**config.mk**
```make
export PLATFORM = sky130hd
export DESIGN_NAME = pc_branch_ctrl
export DESIGN_NICKNAME = d
export VERILOG_FILES = /design/src/rtl/mips_pkg.sv /design/src/rtl/branch_target_adder.sv /design/src/rtl/pc_branch_ctrl.sv
export SDC_FILE = /design/constraint.sdc
export NUM_CORES = 1
export LEC_CHECK = 0
export CORE_MARGIN = 2
export CORE_UTILIZATION = 29
export DETAILED_ROUTE_END_ITERATION = 12
export PLACE_DENSITY = 0.59
export SLEW_MARGIN = 40
export SYNTH_ARGS = -nofsm -noshare
export SYNTH_HDL_FRONTEND = slang
export SYNTH_SLANG_ARGS = --single-unit
```
**constraint.sdc**
```tcl
create_clock -name clk -period 1.82 [get_ports clk]
set_input_delay 0.273 -clock clk [delete_from_list [all_inputs] [get_ports clk]]
set_output_delay 0.273 -clock clk [all_outputs]
set_load 0.03 [all_outputs]
```
**src/rtl/mips_pkg.sv**
```systemverilog
// Shared definitions for the branch/PC control slice: FSM encoding, PC step,
// counter width and the saturating-increment helper.
package mips_pkg;

  typedef enum logic [0:0] {
    ST_RUN    = 1'b0,
    ST_SQUASH = 1'b1
  } br_state_e;

  localparam logic [31:0] PC_INC = 32'd4;
  localparam int CNT_W = 16;
  localparam logic [CNT_W-1:0] CNT_MAX = {CNT_W{1'b1}};
  localparam logic [CNT_W-1:0] CNT_ONE = {{(CNT_W-1){1'b0}}, 1'b1};

  function automatic logic [CNT_W-1:0] sat_inc(input logic [CNT_W-1:0] val, input logic en);
    logic [CNT_W-1:0] res;
    if (en && (val != CNT_MAX)) begin
      res = val + CNT_ONE;
    end else begin
      res = val;
    end
    return res;
  endfunction

endpackage

```
**src/rtl/branch_target_adder.sv**
```systemverilog
// Combinational branch target: pc4 + (sign-extended imm << 2), wrapping mod 2^32.
module branch_target_adder (
  input  logic [31:0] pc4,
  input  logic [15:0] imm,
  output logic [31:0] target
);

  logic [31:0] offset_s;

  // Word-aligned signed offset and the wrapping add.
  always_comb begin
    offset_s = {{14{imm[15]}}, imm, 2'b00};
    target   = pc4 + offset_s;
  end

endmodule

```
**src/rtl/pc_branch_ctrl.sv**
```systemverilog
// Fetch PC sequencing with taken-branch redirect, pipeline squash FSM and
// saturating branch statistics.
module pc_branch_ctrl
  import mips_pkg::*;
#(
  parameter logic [31:0] RESET_PC    = 32'h0000_0000,
  parameter int          FLUSH_DEPTH = 2
) (
  input  logic                   clk,
  input  logic                   rst,
  input  logic                   stall,
  input  logic                   br_valid,
  input  logic                   br_taken,
  input  logic [31:0]            br_pc4,
  input  logic [15:0]            br_imm,
  output logic [31:0]            pc,
  output logic [FLUSH_DEPTH-1:0] flush,
  output logic                   redirect,
  output logic [CNT_W-1:0]       br_count,
  output logic [CNT_W-1:0]       taken_count
);

  localparam logic [1:0] SQ_LOAD = 2'(FLUSH_DEPTH - 1);

  br_state_e   state_r;
  br_state_e   state_s;
  logic [1:0]  sq_cnt_r;
  logic [1:0]  sq_cnt_s;
  logic [31:0] pc_s;
  logic [31:0] target_s;
  logic        accept_s;
  logic        take_s;

  branch_target_adder u_target (
    .pc4    (br_pc4),
    .imm    (br_imm),
    .target (target_s)
  );

  // Next-state, squash countdown and next-PC selection; branches are only seen in RUN.
  always_comb begin
    state_s  = state_r;
    sq_cnt_s = sq_cnt_r;
    accept_s = 1'b0;
    take_s   = 1'b0;
    pc_s     = pc;
    case (state_r)
      ST_RUN: begin
        accept_s = br_valid;
        take_s   = br_valid & br_taken;
        if (take_s) begin
          state_s  = ST_SQUASH;
          sq_cnt_s = SQ_LOAD;
        end else begin
          state_s  = ST_RUN;
          sq_cnt_s = sq_cnt_r;
        end
      end
      ST_SQUASH: begin
        if (sq_cnt_r == 2'd0) begin
          state_s  = ST_RUN;
          sq_cnt_s = 2'd0;
        end else begin
          state_s  = ST_SQUASH;
          sq_cnt_s = sq_cnt_r - 2'd1;
        end
      end
      default: begin
        state_s  = ST_RUN;
        sq_cnt_s = 2'd0;
      end
    endcase
    // A taken branch overrides stall; stall otherwise freezes the PC only.
    if (take_s) begin
      pc_s = target_s;
    end else if (!stall) begin
      pc_s = pc + PC_INC;
    end else begin
      pc_s = pc;
    end
  end

  // Flush is a direct decode of the squash state.
  always_comb begin
    if (state_r == ST_SQUASH) begin
      flush = {FLUSH_DEPTH{1'b1}};
    end else begin
      flush = {FLUSH_DEPTH{1'b0}};
    end
  end

  // State, PC, redirect pulse and statistics registers.
  always_ff @(posedge clk or posedge rst) begin
    if (rst) begin
      state_r     <= ST_RUN;
      sq_cnt_r    <= 2'd0;
      pc          <= RESET_PC;
      redirect    <= 1'b0;
      br_count    <= {CNT_W{1'b0}};
      taken_count <= {CNT_W{1'b0}};
    end else begin
      state_r     <= state_s;
      sq_cnt_r    <= sq_cnt_s;
      pc          <= pc_s;
      redirect    <= take_s;
      br_count    <= sat_inc(br_count, accept_s);
      taken_count <= sat_inc(taken_count, take_s);
    end
  end

endmodule

```
==> qor.txt <==
Crit-path max FO -> 4
Synth Cell Area -> 0.00491 mm^2
Worst-Skew Late Latency -> 0.33 ns
Via/cell ratio -> 4.89
Failing checks -> setup timing
Max_slew headroom -> 65.5%
Dpl hpwl -> 12,200 um
Initial antenna violation count -> 0
P_int -> 5.47 mW
Wire length on met3 -> 547 um
Pwr/cell area -> 1010 mW/mm^2
Status -> complete, but fails checks
Met2 routed WL -> 8630 um
Worst reg2reg path startpoint -> br_count[7]
Leak pwr -> 4.01 nW
CP max-delay cell -> fa_2
Ys Warns -> 0
Final setup skew -> 0.00372 ns
Kind of critical path -> in2reg
Yosys top cell area share -> 34.6%
Cells after DPL -> 1,039
Io pins -> 120
Clock root cell -> clkbuf_16
Min Tclk post-route -> 2.05 ns
Layout Cells excl Fill -> 1,091
Worst path buffer plus inverter count -> 2
Final setup vio count -> 21
Most used DFF post-synth -> dfrtp_1
Top cells by count, synth -> nand2_1, dfrtp_1, xnor2_1
Largest net degree at the start of global routing -> 69
Setup TNS -> -1.71 ns
Post-Route WL -> 16,800 um
First-pass GRT wire length -> 27,200 um
Fin nets -> 952
Clock sink total -> 68
DRT Pass-1 Iters -> 4
CP endpoint kind -> register
FILL cells -> 1,453
H-tree depth -> 3
Layout cells sized above 1 -> 45.0%
Slowest stage delay, CP -> 0.35 ns
Worst Reg-to-Reg Cells -> 7
Core area -> 0.0166 mm^2
Met1 Wirelength -> 7280 um
Die Y -> 134 um
CP delay by family, top -> compound AO/OA/AOI/OAI gates
Max cap viols -> 0
Area growth syn-to-layout -> 86.2%
Number of buffers created by CTS -> 9
Antenna Nets Post-Route -> 0
Grt total ovfl -> 0
Clk slew on worst S/H paths -> 0.05 ns
Hold Path Cell Cnt -> 4
Worst slew pin tran -> 0.517 ns
Sw Share -> 40.5%
Worst hold start -> br_imm[0]
RSZ-0062 raised after global routing -> true
Final worst slack -> -0.231 ns
Antenna cells -> 0
Worst Path Required -> 2.02 ns
Die area -> 0.0180 mm^2
Crit path launch type -> input port
Syn_nets -> 645
Max Clk Rate -> 0.487 GHz
DR vias -> 5,331
Gate power share -> 57.2%
Hold crit path type -> in2reg
Unique masters post-synth -> 56
Power share of the sequential group -> 25.7%
Top Metal Used -> met4
Input/output buffers -> 119
Final Hold Viols -> 0
Worst Setup SP -> br_pc4[2]
Maximum VDD drop -> 0.743 mV
P_sw -> 3.73 mW
Arrival time at the worst endpoint -> 2.25 ns
Worst path cell trace -> buf_6 > ha_4 > fa_2 > a211oi_2 > o21ai_2 > a31o_4 > buf_4 > a41oi_4 > o31ai_2 > xnor2_1 > o21ai_1
Slew Viols, Final -> 0
Largest cells by area after synthesis -> dfrtp_1, xnor2_1, ha_1
Max Root-Sink Buffers -> 2
Syn Inst Count -> 559
CTS tree -> built
Vias in the first global route -> 5,603
Async S/R FF share, synth -> 100%
Synth area leader -> dfrtp_1
Iter 0 DRT Violations -> 129
DR DRC count -> 0
Die X -> 134 um
Register area share after synthesis -> 34.6%
Syn Area/Cell -> 8.79 um^2
Hold Buf Count CTS -> 0
Initial Util -> 29.6%
Clock Power Share -> 17.1%
Tcrit/Tclk final -> 113%
Tot GR Track Use -> 18.5%
# rows -> 47
Flop and latch count out of synthesis -> 68
EDFF count, synth -> 0
GP Congestion -> 0.846
Avg WL per Cell -> 15.4 um
Crit path depth -> 11
Most common cell in the netlist -> nand2_1
## cell usage in the layout, fill, tap and decap left out, types with 4 or more instances in the layout
cell,instances
buf_6,20
o21ai_0,17
nand3_1,16
a21oi_2,10
and4_4,4
a21oi_1,18
ha_4,29
inv_1,10
nand4_1,17
nor2_1,31
nand3_2,8
and3_1,10
buf_2,8
clkdlybuf4s15_1,6
nor2_2,4
dfrtp_1,40
dlymetal6s2s_1,13
a21o_1,13
nor2b_1,4
o21ai_2,8
xor2_1,24
o21ai_1,9
xnor2_1,55
buf_4,173
nand2_2,5
nand2_1,67
a21oi_4,6
nor3_1,4
dlygate4sd2_1,11
clkbuf_16,9
clkbuf_1,4
and2_4,4
dfrtp_2,28
clkdlybuf4s50_1,71
and4_1,5
o21a_1,4
## kinds of logic (layout without fill, tap and decap cells)
group | Yosys count | count (layout) | share of synthesized area [%]
AND/OR/NAND/NOR | 216 | 216 | 22.0
AO/OA/AOI/OAI | 129 | 129 | 17.0
XOR/XNOR | 85 | 85 | 15.1
flip-flops | 68 | 68 | 34.6
adder cells (fa/ha/maj) | 33 | 33 | 8.55
buffers and inverters | 27 | 339 | 2.39
multiplexers | 1 | 1 | 0.204
## power groups by stage
stage	clock [mW]	combinational [mW]	sequential, mW
3_3_place_gp	0	4.72	2.35
3_5_place_dp	0	4.79	2.39
4_1_cts	1.62	5.05	2.36
2_1_floorplan	0	1.49	3.37
5_1_grt	1.68	5.65	2.43
6_report	1.57	5.26	2.37
## layout make-up
class / count / area [um^2] / share of cell area [%]
Clock inverter: 2 / 10.0 / 0.109
Timing Repair Buffer: 310 / 2680 / 29.3
Tap cell: 220 / 275 / 3.01
Clock buffer: 14 / 254 / 2.78
Inverter: 13 / 52.6 / 0.574
Multi-Input combinational cell: 464 / 4150 / 45.3
Sequential cell: 68 / 1740 / 19.0
## sequential cells by signal (all words and copies together) (netlist names)
register,cells
br_count,16
pc,32
redirect,1
sq_cnt_r,2
state_r,1
taken_count,16
## worst paths after layout
check                      slack (ns)             end
min reg2reg                      0.48           pc[0]
max in group asynchronous        1.12  taken_count[5]
min                              0.32           pc[2]
min in group asynchronous        0.39    br_count[14]
max                             -0.23          pc[24]
max reg2reg                     -0.01    br_count[13]
## stage by stage
step | total power, mW | utilization (%) | hold slack [ns] | area, um^2 | worst slack (ns)
after global placement | 7.06 | 47.0 | 0.457 | 7800 | -0.957
after floorplan | 4.85 | - | 0.378 | 5230 | -0.364
after global routing | 9.76 | 55.2 | 0.361 | 9150 | -0.305
final | 9.20 | 55.2 | 0.318 | 9150 | -0.231
after detailed placement | 7.17 | 47.0 | 0.467 | 7800 | -0.960
after CTS | 9.03 | 52.1 | 0.306 | 8640 | -0.250
## what timing repair did
| item | in CTS | in global routing |
|---|---|---|
| setup endpoints to repair | 34 | 40 |
| buffers inserted | 15 | 23 |
| resized for setup | 177 | 77 |
| pin swaps | 71 | 59 |
## layer usage
| layer | vias to the layer above | GRT usage [%] |
|---|---|---|
| li1 | 2614 | - |
| met1 | 2588 | 22.6 |
| met2 | 106 | 33.6 |
| met3 | 23 | 2.57 |
| met4 | 0 | 6.14 |
| met5 | - | 0 |
## worst register-to-register path, stage by stage, from the launching register on
cell	delay, ns
dfrtp_2	0.40
and4_4	0.20
nand2_2	0.08
nor2_2	0.04
a311o_1	0.35
or3_4	0.40
nor3_4	0.14
xor2_1	0.16
No activity file was read; power rests on OpenSTA's default activity.
